**src/rtl/ysyx_23060201_ifu_pkg.sv**
```systemverilog
// Shared definitions for the instruction fetch unit: FSM encoding, the NOP
// substituted for faulted fetches, and the default boot address.
package ysyx_23060201_ifu_pkg;

  typedef enum logic [1:0] {
    ST_IDLE = 2'd0,
    ST_REQ  = 2'd1,
    ST_WAIT = 2'd2,
    ST_HOLD = 2'd3
  } ifu_state_t;

  localparam logic [31:0] NOP              = 32'h0000_0013;
  localparam logic [31:0] DEFAULT_RESET_PC = 32'h8000_0000;

  function automatic logic misaligned(input logic [31:0] addr);
    return addr[1:0] != 2'b00;
  endfunction

endpackage

```
**src/rtl/ysyx_23060201_ifu_buf.sv**
```systemverilog
// Holding register for the fetched instruction presented to the decoder.
// Load wins over clear so a faulting redirect can replace a held entry in place.
module ysyx_23060201_ifu_buf (
  input  logic        clk,
  input  logic        rst,
  input  logic        load,
  input  logic        clear,
  input  logic [31:0] d_data,
  input  logic [31:0] d_pc,
  input  logic        d_fault,
  output logic [31:0] q_data,
  output logic [31:0] q_pc,
  output logic        q_fault
);

  always_ff @(posedge clk or posedge rst) begin
    if (rst) begin
      q_data  <= 32'd0;
      q_pc    <= 32'd0;
      q_fault <= 1'b0;
    end else if (load) begin
      q_data  <= d_data;
      q_pc    <= d_pc;
      q_fault <= d_fault;
    end else if (clear) begin
      q_data  <= 32'd0;
      q_pc    <= 32'd0;
      q_fault <= 1'b0;
    end
  end

endmodule

```
**src/rtl/ysyx_23060201_ifu.sv**
```systemverilog
// Instruction fetch unit: one outstanding memory read at a time, a single
// holding slot toward the decoder, and redirects that discard in-flight work.
module ysyx_23060201_ifu
  import ysyx_23060201_ifu_pkg::*;
#(
  parameter logic [31:0] RESET_PC = DEFAULT_RESET_PC
) (
  input  logic        clk,
  input  logic        rst,
  input  logic        redirect_valid,
  input  logic [31:0] redirect_pc,
  output logic        mem_req_valid,
  input  logic        mem_req_ready,
  output logic [31:0] mem_req_addr,
  input  logic        mem_rsp_valid,
  input  logic [31:0] mem_rsp_data,
  input  logic        mem_rsp_err,
  output logic        inst_valid,
  input  logic        inst_ready,
  output logic [31:0] inst,
  output logic [31:0] inst_pc,
  output logic        inst_fault
);

  ifu_state_t  state, state_nxt;
  logic [31:0] pc, pc_nxt;
  logic        stale, stale_nxt;
  logic        req_hs, inst_hs, redir_mis;
  logic        buf_load, buf_clear, load_fault;
  logic [31:0] load_data, load_pc;

  // Handshakes: a transfer happens on a rising edge where valid & ready are
  // both 1; valid never depends on ready, and a response is taken only in WAIT.
  // While stale, a response for an abandoned request is still owed, so no new
  // request is issued until it has been seen and dropped.
  assign mem_req_valid = (state == ST_REQ) && !stale;
  assign inst_valid    = (state == ST_HOLD);
  assign req_hs        = mem_req_valid & mem_req_ready;
  assign inst_hs       = inst_valid & inst_ready;
  assign redir_mis     = misaligned(redirect_pc);
  assign mem_req_addr  = pc;

  always_ff @(posedge clk or posedge rst) begin
    if (rst) begin
      state <= ST_IDLE;
      pc    <= RESET_PC;
      stale <= 1'b0;
    end else begin
      state <= state_nxt;
      pc    <= pc_nxt;
      stale <= stale_nxt;
    end
  end

  always_comb begin
    state_nxt  = state;
    pc_nxt     = pc;
    stale_nxt  = stale;
    buf_load   = 1'b0;
    buf_clear  = 1'b0;
    load_data  = NOP;
    load_pc    = pc;
    load_fault = 1'b0;

    // Outside WAIT a response can only belong to an abandoned request.
    if ((state == ST_REQ || state == ST_HOLD) && mem_rsp_valid) stale_nxt = 1'b0;

    case (state)
      ST_IDLE: state_nxt = ST_REQ;

      ST_REQ: begin
        if (redirect_valid) begin
          pc_nxt = redirect_pc;
          if (redir_mis) begin
            buf_load   = 1'b1;
            load_pc    = redirect_pc;
            load_fault = 1'b1;
            state_nxt  = ST_HOLD;
            if (req_hs) stale_nxt = 1'b1;
          end else if (req_hs) begin
            stale_nxt = 1'b1;
            state_nxt = ST_WAIT;
          end
        end else if (req_hs) begin
          state_nxt = ST_WAIT;
        end
      end

      ST_WAIT: begin
        if (redirect_valid) begin
          pc_nxt = redirect_pc;
          if (redir_mis) begin
            buf_load   = 1'b1;
            load_pc    = redirect_pc;
            load_fault = 1'b1;
            stale_nxt  = !mem_rsp_valid;
            state_nxt  = ST_HOLD;
          end else if (mem_rsp_valid) begin
            stale_nxt = 1'b0;
            state_nxt = ST_REQ;
          end else begin
            stale_nxt = 1'b1;
          end
        end else if (mem_rsp_valid) begin
          if (stale) begin
            stale_nxt = 1'b0;
            state_nxt = ST_REQ;
          end else begin
            buf_load   = 1'b1;
            load_data  = mem_rsp_err ? NOP : mem_rsp_data;
            load_pc    = pc;
            load_fault = mem_rsp_err;
            state_nxt  = ST_HOLD;
          end
        end
      end

      ST_HOLD: begin
        if (redirect_valid) begin
          pc_nxt = redirect_pc;
          if (redir_mis) begin
            buf_load   = 1'b1;
            load_pc    = redirect_pc;
            load_fault = 1'b1;
          end else begin
            buf_clear = 1'b1;
            state_nxt = ST_REQ;
          end
        end else if (inst_hs) begin
          pc_nxt    = pc + 32'd4;
          buf_clear = 1'b1;
          state_nxt = ST_REQ;
        end
      end

      default: state_nxt = ST_IDLE;
    endcase
  end

  ysyx_23060201_ifu_buf u_buf (
    .clk     (clk),
    .rst     (rst),
    .load    (buf_load),
    .clear   (buf_clear),
    .d_data  (load_data),
    .d_pc    (load_pc),
    .d_fault (load_fault),
    .q_data  (inst),
    .q_pc    (inst_pc),
    .q_fault (inst_fault)
  );

endmodule

```
**config.mk**
```make
export PLATFORM = sky130hd
export DESIGN_NAME = ysyx_23060201_ifu
export DESIGN_NICKNAME = d
export VERILOG_FILES = /design/src/rtl/ysyx_23060201_ifu_pkg.sv /design/src/rtl/ysyx_23060201_ifu_buf.sv /design/src/rtl/ysyx_23060201_ifu.sv
export SDC_FILE = /design/constraint.sdc
export NUM_CORES = 1
export LEC_CHECK = 0
export CAP_MARGIN = 15
export CORE_MARGIN = 4
export CORE_UTILIZATION = 46
export CTS_BUF_LIST = sky130_fd_sc_hd__clkbuf_8 sky130_fd_sc_hd__clkbuf_16
export DETAILED_ROUTE_END_ITERATION = 8
export GPL_TIMING_DRIVEN = 0
export PLACE_DENSITY = 0.81
export SYNTH_ARGS = -nofsm -noshare
export SYNTH_HDL_FRONTEND = slang
export SYNTH_SLANG_ARGS = --single-unit
export TNS_END_PERCENT = 20
```
**constraint.sdc**
```tcl
create_clock -name clk -period 4 [get_ports clk]
set_clock_uncertainty 0.15 [all_clocks]
set_input_delay 0.8 -clock clk [delete_from_list [all_inputs] [get_ports clk]]
set_output_delay 0.8 -clock clk [all_outputs]
set_load 0.01 [all_outputs]
```
# ---- Word level (Yosys, flattened, before mapping)
# Cells that the tools add are included.
dict set report totals {
  ff_bits 100
  input_bits 71
  out_inout_bits 99
  wordCells 83
}
dict set report op_classes {
  addsub 1
  n_eq_ne 8
  n_mux 52
  n_bitwise 2
  n_reduce_logical 14
}
# op n
set ops {}
lappend ops {{$mux W32} 14}
lappend ops {{$pmux W32 S2} 1}
lappend ops {{$add A32 B3 Y32 const B} 1}
lappend ops {{$mux W1} 22}
lappend ops {{$mux W2} 11}
lappend ops {{$ne A3 B3 Y1 const B} 3}
lappend ops {{$pmux W2 S4} 1}
lappend ops {{$pmux W1 S2} 3}
lappend ops {{$reduce_bool A2 Y1} 3}
lappend ops {{$eq A2 B2 Y1 const B} 2}
lappend ops {{$reduce_and A4 Y1} 1}
lappend ops {{$reduce_or A2 Y1} 2}
lappend ops {{$ne A3 B2 Y1 const B} 1}
lappend ops {{$reduce_and A3 Y1} 1}
lappend ops {{$reduce_or A3 Y1} 1}
lappend ops {{$and A1 B1 Y1} 2}
lappend ops {{$eq A2 B1 Y1 const B} 1}
lappend ops {{$logic_and A1 B1 Y1} 2}
lappend ops {{$logic_not A1 Y1} 2}
lappend ops {{$logic_not A2 Y1} 1}
lappend ops {{$ne A2 B1 Y1 const B} 1}
lappend ops {{$logic_or A1 B1 Y1} 1}

# ---- Longest topological paths before layout
# Gate-level depths: netlist of run 1.
dict set report logic_depth {
  ltp_word 8
  mapped_depth 8
  mapped_depth_nobuf 7
}

# ---- Modules after synthesis
# Synthesis of run 1 repeated with hierarchy kept, for this count alone.
dict set report unflattened {
  cells_unflattened 584
  area_unflattened_um2 5511.5
}
# mod instances cells_each area_per_inst_um2 seq_area_each_um2
set modules_own_cells {}
lappend modules_own_cells {ysyx_23060201_ifu 1 369 2972.9 877.1}
lappend modules_own_cells {ysyx_23060201_ifu_buf 1 215 2538.7 1626.6}

# ---- Least setup slack after synthesis of run 1
# Ideal clock, no wire load.
dict set report synth_timing {
  path_kind {input to register}
  start {input port redirect_pc[0]}
  end {register u_buf.q_data[0]}
  setup_ns 0.132
  t_arrival_ns 1.887
  required_ns 3.718
  path_slack_ns 1.831
  stages 6
  n_path_buf 2
  cell_sequence {o21a_1 -> o21ai_1 -> a21o_1 -> buf_2 -> clkbuf_1 -> o2bb2ai_1}
}
dict set report synth_via {
  elab_chain_len 5
  word_cells_on_any_way 10
  cone_classes {mux (8); reduce/logical (2)}
}
# item line_no
set synth_rtl {}
lappend synth_rtl {{from (decl)} ysyx_23060201_ifu.sv:11} ;# input logic [31:0] redirect_pc,
lappend synth_rtl {{$reduce_bool A2 Y1 (*)} ysyx_23060201_ifu_pkg.sv:16} ;# return addr[1:0] != 2'b00;
lappend synth_rtl {{$mux W1, on equally long branches} {ysyx_23060201_ifu.sv:74, ysyx_23060201_ifu.sv:92, ysyx_23060201_ifu.sv:121}}
lappend synth_rtl {{$mux W1, on equally long branches} {ysyx_23060201_ifu.sv:119, ysyx_23060201_ifu.sv:90}}
lappend synth_rtl {{$pmux W1 S2 or $mux W1 (tied branches)} ysyx_23060201_ifu.sv:68} ;# case (state)
lappend synth_rtl {{$mux W32 or $reduce_bool A2 Y1 (tied branches)} --}
lappend synth_rtl {{to (signal assigned)} ysyx_23060201_ifu_buf.sv:22} ;# q_data <= d_data;
lappend synth_rtl {{to (decl)} ysyx_23060201_ifu_buf.sv:11} ;# output logic [31:0] q_data,
# Mark *: on every way between the ends. The rest lies on a longest branch, timed or not.
# A chain may end at the register's enable or synchronous reset.

# ---- Final worst setup path of run 1
dict set report layout_timing {
  start {register state[1]}
  end {output port mem_req_valid}
}
dict set report layout_via {
  elab_chain_len 2
}
# item line_no
set layout_rtl {}
lappend layout_rtl {{from (decl)} ysyx_23060201_ifu.sv:25} ;# ifu_state_t state, state_nxt;
lappend layout_rtl {{from (signal assigned)} ysyx_23060201_ifu.sv:49} ;# state <= state_nxt;
lappend layout_rtl {{$eq A2 B1 Y1} ysyx_23060201_ifu.sv:36} ;# assign mem_req_valid = (state == ST_REQ) && !stale;
lappend layout_rtl {{$logic_and A1 B1 Y1} ysyx_23060201_ifu.sv:36}
lappend layout_rtl {{to (decl)} ysyx_23060201_ifu.sv:12} ;# output logic mem_req_valid,
# Every way passes these cells.

==> summary.md, run 1 <==
| Metric | Value |
|---|---|
| Number of detailed-route iterations in the first pass | `7` |
| Mapped Avg Cell Area | `10.7 um^2` |
| Post-CTS sizing | `0` |
| #FFs+latches synth | `100` |
| Final min period | `2.91 ns` |
| Max Cap Viol | `0` |
| Clock share of power | `12.4%` |
| Crit path DAT | `1.96 ns` |
| Core Box Area | `10,800 um^2` |
| Starting density of the core | `46.8%` |
| CP max FO | `8` |
| GP Congestion | `0.928` |
| Global-route wire length before repair | `24.8 mm` |
| Diode count | `0` |
| Endpoints failing setup | `0` |
| Final antenna-violating net count | `0` |
| Worst slack at placement | `0.836 ns` |
| Reg area | `2500 um^2` |
| Global route overflow | `0` |
| Initial antenna violation count | `0` |
| Commonest non-fill, non-tap cells in the layout | `clkdlybuf4s50_1 (169), dfrtp_1 (99), o2bb2ai_1 (36)` |
| Logic pwr share | `51.9%` |
| Top_reg_cell synth | `dfrtp_1` |
| Post-synthesis sequential area ratio | `49.5%` |
| Post-synth ARST share | `100%` |
| Clock root buffer | `clkbuf_8` |
| RSZ-0062 raised after global routing | `no` |
| # IOs | `170` |
| Reg2reg path depth | `7` |
| Worst setup EP type | `output pin` |
| Post-CTS setup buffer count | `0` |
| Pwr Density | `703 nW/um^2` |
| Fillers | `881` |
| NetSw | `2030 uW` |
| Hold depth | `1` |
| Critical path type | `reg -> out` |
| Layout cells sized above 1 | `8.48%` |
| Fmax | `344 MHz` |
| Total CTS buffers | `9` |
| Fin nets | `731` |
| Worst Setup Start Kind | `flip-flop` |
| Number of global-route vias before repair | `4,831` |
| Drt total wl | `15.5 mm` |
| EDFF count, synth | `0` |
| Slew margin rel. | `59.3%` |
| CP peak stage delay | `0.55 ns` |
| Worst r2r dst | `mem_req_addr[12]$_DFFE_PP0P_` |
| Yosys warnings | `0` |
| Pleak | `0.00294 uW` |
| Die Wd | `113 um` |
| Utilization after layout | `66.1%` |
| Reg2reg start | `state[1]$_DFFE_PP0P_` |
| Req. time, crit path | `3.05 ns` |
| WP buf/inv | `2` |
| Clk_lat worst skew | `0.36 ns` |
| Syn Nets | `550` |
| Final Hold Fails | `0` |
| Final period util | `72.7%` |
| Hold Crit Start | `u_buf.q_pc[27]$_DFFE_PP0P_` |
| Die span in y | `113 um` |
| Port Buffer Count | `169` |
| Max clock buf depth | `2` |
| Cell Area, Synth | `5050 um^2` |
| Per-cell routed wire length | `19.4 um` |
| Final Worst Setup Slack | `1.09 ns` |
| Critical path, cell by cell | `inv_1 -> ha_1 -> nor2b_1 -> clkdlybuf4s50_1` |
| Sw Share | `40.4%` |
| Multi-input gate area | `2310 um^2` |
| Status | `finished clean` |
| Row count | `38` |
| Reg power frac | `35.7%` |
| Vias | `4,714` |
| CTS tree | `yes` |
| CP delay by family, top | `buffers and inverters` |
| Type of the most critical hold path | `reg -> reg` |
| H-tree Lvls | `3` |
| Slowest cell on crit path | `clkdlybuf4s50_1` |
| Synth Instances | `474` |
| Clk sinks | `100` |
| CTS clk-pin slew, worst paths | `0.09 ns` |
| DRC | `0` |
| Commonest non-fill, non-tap cell in the layout | `clkdlybuf4s50_1` |
| TNS Setup | `0 ns` |
| Internal power | `2990 uW` |
| Hold endpoint | `u_buf.q_pc[27]$_DFFE_PP0P_` |
| Peak supply drop | `0.000305 V` |
| Area Overhead vs Synth | `41.2%` |
| Worst slew pin tran | `0.611 ns` |
| Detailed Route Iter0 Violations | `331` |
| Reg2Reg Setup Slack | `1.39 ns` |
| Final Slew Violations | `0` |
| Unique masters post-synth | `59` |
| Largest net degree at the start of global routing | `62` |
| Gr usage total | `24.1%` |
| Dpl hpwl | `11.3 mm` |
| CTS Hold Bufs | `0` |
| Vias per inst | `5.89` |
| Total die area | `12,700 um^2` |
## worst max-delay path by stage
stage,startpoint,end,slack (ns),cells after the start
floorplan,rst,mem_req_addr[0]$_DFFE_PP0P_,0.43,1
global placement,rst,u_buf.q_pc[27]$_DFFE_PP0P_,-0.98,2
detailed placement,redirect_valid,u_buf.q_data[31]$_DFFE_PP0P_,0.84,8
CTS,state[1]$_DFFE_PP0P_,mem_req_valid,1.08,4
global route,state[1]$_DFFE_PP0P_,mem_req_valid,0.95,4
finish,state[1]$_DFFE_PP0P_,mem_req_valid,1.09,4
## per-layer routing
layer  GRT usage, %  up-vias  wire length [um]
met2           38.7      253              7300
met3           8.13       20              1580
met5              0        -                 0
met1           31.2     2278              6380
li1               -     2163                 -
met4           7.13        0               240
## synthesized netlist by cell type (all sizes together), types with 2 or more instances
| library cell | number | share of area [%] |
|---|---|---|
| a211oi | 3 | 0.45 |
| a21o | 2 | 0.30 |
| a21oi | 33 | 3.3 |
| a22o | 30 | 5.2 |
| a22oi | 4 | 0.59 |
| a2bb2oi | 8 | 1.4 |
| a311oi | 2 | 0.35 |
| a31oi | 4 | 0.50 |
| a41o | 2 | 0.42 |
| and2 | 2 | 0.25 |
| and2b | 2 | 0.35 |
| and3 | 2 | 0.27 |
| and4 | 3 | 0.52 |
| buf | 23 | 2.4 |
| clkbuf | 12 | 1.1 |
| dfrtp | 99 | 49 |
| ha | 5 | 1.2 |
| inv | 8 | 0.59 |
| mux2 | 2 | 0.45 |
| mux2i | 30 | 5.9 |
| nand2 | 35 | 2.6 |
| nand2b | 2 | 0.25 |
| nand3 | 17 | 2.0 |
| nand4 | 9 | 1.5 |
| nor2 | 28 | 2.1 |
| nor2b | 4 | 0.50 |
| nor3 | 9 | 1.3 |
| nor4 | 2 | 0.54 |
| o21a | 3 | 0.45 |
| o21ai | 16 | 1.6 |
| o22a | 8 | 1.4 |
| o22ai | 12 | 1.5 |
| o2bb2ai | 36 | 6.2 |
| o32ai | 3 | 0.52 |
| or3 | 2 | 0.25 |
## stage by stage
step / area (um^2) / instances / total power (uW) / hold slack, ns
3_3_place_gp: 6920 / 783 / 4300 / 0.321
6_report: 7130 / 800 / 5020 / 0.345
3_5_place_dp: 6950 / 784 / 4390 / 0.323
5_1_grt: 7130 / 800 / 5330 / 0.357
2_1_floorplan: 5050 / 474 / 3170 / 0.372
4_1_cts: 7130 / 800 / 5030 / 0.348
## worst register-to-register path, cell delays in order (launching register included)
cell and delay, ns:
dfrtp_1 0.45, inv_1 0.10, ha_1 0.34, and2b_2 0.26, o22a_1 0.13, clkbuf_1 0.36, clkbuf_1 0.53, a2bb2oi_1 0.15
## flip-flops by register name, indices dropped and copies added, names as in the netlist
signal / cells
stale: 1
state: 2
u_buf.q_data: 32
mem_req_addr: 32
u_buf.q_fault: 1
u_buf.q_pc: 32
## cells by family (layout without fill, tap and decap cells)
| logic type | Yosys count | after routing | share of synthesized area [%] |
|---|---|---|---|
| DFF | 100 | 100 | 49.5 |
| adders and majority gates | 5 | 5 | 1.24 |
| muxes | 32 | 32 | 6.39 |
| buffers and inverters | 44 | 230 | 4.68 |
| and+or+nand+nor | 121 | 121 | 13.1 |
| AOI/OAI and AO/OA | 172 | 172 | 25.1 |
## final cells by class
type                            count  area share (%)
Sequential cell                   100            35.1
Inverter                            8           0.456
Timing Repair Buffer              170            24.1
Clock inverter                      7           0.842
Tap cell                          140            2.46
Clock buffer                        9            1.74
Multi-Input combinational cell    330            32.4
Buffer                             36            2.89
## power by group through the flow
stage | clock, uW | combinational [uW] | sequential [uW]
2_1_floorplan | 0 | 1300 | 1860
3_3_place_gp | 0 | 2530 | 1770
3_5_place_dp | 0 | 2600 | 1790
4_1_cts | 635 | 2610 | 1780
5_1_grt | 681 | 2810 | 1850
6_report | 621 | 2610 | 1790
(Power assumes the default switching activity.)
==> run 2, diff against run 1 <==
--- a/config.mk
+++ b/config.mk
@@ -7,11 +7,11 @@
 export LEC_CHECK = 0
 export CAP_MARGIN = 15
 export CORE_MARGIN = 4
-export CORE_UTILIZATION = 46
+export CORE_UTILIZATION = 42
 export CTS_BUF_LIST = sky130_fd_sc_hd__clkbuf_8 sky130_fd_sc_hd__clkbuf_16
 export DETAILED_ROUTE_END_ITERATION = 8
 export GPL_TIMING_DRIVEN = 0
-export PLACE_DENSITY = 0.81
+export PLACE_DENSITY = 0.78
 export SYNTH_ARGS = -nofsm -noshare
 export SYNTH_HDL_FRONTEND = slang
 export SYNTH_SLANG_ARGS = --single-unit
==> constraint.sdc (replaced) <==
create_clock -name clk -period 2.6 [get_ports clk]
set_clock_uncertainty 0.15 [all_clocks]
set_input_delay 0.52 -clock clk [delete_from_list [all_inputs] [get_ports clk]]
set_output_delay 0.52 -clock clk [all_outputs]
set_load 0.01 [all_outputs]
==> run 2 against run 1 <==
Cell count grew 0.50%. Clock-buffer cell count is the same. Critical path depth is the same. Core utilization shrank 3.3 points. Non-clock buffer count grew 1. Largest power group unchanged. First-iteration DRC count shrank 11%. Sequential power grew 54%. Clock power grew 130%. Power grew 63%.
==> summary.md, run 2 (synthesis results as in run 1) <==
| Metric | Value |
|---|---|
| Global route overflow | `0 (unchanged)` |
| Port Buffer Count | `169 (unchanged)` |
| Gr usage total | `22.5% (-1.6 points)` |
| Largest net degree at the start of global routing | `44 (-29%)` |
| Vias | `4,748 (+0.72%)` |
| Detailed Route Iter0 Violations | `294 (-11%)` |
| H-tree Lvls | `3 (unchanged)` |
| Core Box Area | `11,600 um^2 (+7.6%)` |
| Status | `finished clean` |
| Type of the most critical hold path | `reg -> reg` |
| Final antenna-violating net count | `0 (unchanged)` |
| Final period util | `97.4%` |
| Post-CTS setup buffer count | `0 (unchanged)` |
| Max Cap Viol | `0 (unchanged)` |
| Wl on met1 | `6.63 mm (+3.9%)` |
| Max clock buf depth | `2 (unchanged)` |
| GP Congestion | `0.883 (-4.8%)` |
| Worst setup EP type | `output pin` |
| Worst Setup Start Kind | `flip-flop` |
| Per-cell routed wire length | `19.6 um (+0.89%)` |
| CP max FO | `8 (unchanged)` |
| Final Slew Violations | `0 (unchanged)` |
| Met3 wire length | `1.58 mm (-0.38%)` |
| Global-route wire length before repair | `25.5 mm (+2.8%)` |
| Commonest non-fill, non-tap cell in the layout | `clkdlybuf4s50_1` |
| Critical path type | `reg -> out` |
| Crit path DAT | `1.86 ns (-0.10 ns)` |
| Dpl hpwl | `11.6 mm (+2.1%)` |
| Clk sinks | `100 (unchanged)` |
| Total die area | `13,900 um^2 (+8.8%)` |
| Drt total wl | `15.7 mm (+1.4%)` |
| CTS clk-pin slew, worst paths | `0.08 ns (about the same)` |
| Hold WS | `0.340 ns (-0.00561 ns)` |
| CTS tree | `yes` |
| Reg2Reg Setup Slack | `0.18 ns (-1.21 ns)` |
| Worst slew pin tran | `0.589 ns (-0.0220 ns)` |
| Layout cells sized above 1 | `9.98% (+1.5 points)` |
| Vias per inst | `5.91 (+0.22%)` |
| Fin nets | `732 (+0.14%)` |
| Peak supply drop | `0.000465 V (+53%)` |
| Req. time, crit path | `1.93 ns (-1.12 ns)` |
| Initial antenna violation count | `0 (unchanged)` |
| Diode count | `0 (unchanged)` |
| Final Hold Fails | `0 (unchanged)` |
| DRC | `0 (unchanged)` |
| Max Used Layer | `met4` |
| Number of detailed-route iterations in the first pass | `5 (-2)` |
| Row count | `39 (+2.6%)` |
| RSZ-0062 raised after global routing | `yes` |
| Total CTS buffers | `9 (unchanged)` |
| # IOs | `170 (unchanged)` |
| Clk_lat worst skew | `0.35 ns (about the same)` |
| Endpoints failing setup | `0 (unchanged)` |
| Die span in y | `118 um (+4.3%)` |
| Die Wd | `118 um (+4.3%)` |
| Clock root buffer | `clkbuf_16` |
| Final min period | `2.53 ns` |
| Utilization after layout | `62.8% (-3.3 points)` |
| Pwr Density | `1120 nW/um^2 (+60%)` |
| Area Overhead vs Synth | `44.2%` |
| Overall power | `8180 uW (+63%)` |
| Fmax | `395 MHz` |
| Commonest non-fill, non-tap cells in the layout | `clkdlybuf4s50_1 (169), dfrtp_1 (99), o2bb2ai_1 (36)` |
| Routed wl met2 | `7.18 mm (-1.7%)` |
| Slew margin rel. | `60.7% (+1.5 points)` |
| Pleak | `0.00301 uW (+2.2%)` |
| Number of global-route vias before repair | `4,825 (-0.12%)` |
| Starting density of the core | `43.5% (-3.3 points)` |
run 2: final timing paths:
| check | from | end | depth (start not counted) |
|---|---|---|---|
| worst max-delay path | state[1]$_DFFE_PP0P_ | mem_req_valid | 4 |
| worst min-delay path | u_buf.q_pc[20]$_DFFE_PP0P_ | u_buf.q_pc[20]$_DFFE_PP0P_ | 1 |
| worst max register to register | state[1]$_DFFE_PP0P_ | mem_req_addr[5]$_DFFE_PP0P_ | 8 |
| worst min register to register | u_buf.q_pc[20]$_DFFE_PP0P_ | u_buf.q_pc[20]$_DFFE_PP0P_ | 1 |
| max in group asynchronous | rst | mem_req_addr[31]$_DFFE_PP1P_ | 3 |
| min in group asynchronous | rst | u_buf.q_data[22]$_DFFE_PP0P_ | 2 |
run 2: area by class of cell:
| cell class | count | area, um^2 |
|---|---|---|
| repair buffers | 171 | 1730 |
| fillers | 939 | 4330 |
| well taps | 143 | 179 |
| multi-input cells | 330 | 2320 |
| clock inverters | 7 | 81.3 |
| clock buffers | 9 | 225 |
| flip-flops and latches | 100 | 2500 |
| inverters | 8 | 33.8 |
| plain buffers | 36 | 215 |
run 2: power breakdown:
part | internal [uW] | switching [uW] | leakage, uW
Sequential | 2120 | 629 | 0.00126
Clock | 763 | 639 | 0.000152
Combinational | 2060 | 1970 | 0.00159
Total | 4940 | 3240 | 0.00301
run 2: timing repair:
| action | 4_1_cts | 5_1_grt |
|---|---|---|
| hold buffers | 0 | 0 |
| endpoints found under the setup margin | 1 | 34 |
| resized for setup | 1 | 10 |
run 2: per-layer routing:
layer / global-route usage, % / up-vias
met5: 0 / -
met4: 7.55 / 0
met3: 8.02 / 27
met2: 35.4 / 253
met1: 29.0 / 2310
li1: - / 2158
run 2: worst max-delay path, stage by stage (launching register included):
cell and delay, ns:
dfrtp_1 0.44, inv_1 0.11, ha_2 0.25, nor2b_1 0.18
clkdlybuf4s50_1 0.55
run 2: per-stage QoR:
step,cell area [um^2],TNS [ns],instances,setup slack (ns)
2_1_floorplan,5060,0,474,0.469
3_3_place_gp,6930,-38.53,786,-0.280
3_5_place_dp,6970,-13.55,788,-0.297
4_1_cts,7280,0,804,0.00385
5_1_grt,7290,-0.0456,804,-0.0456
6_report,7290,0,804,0.0685
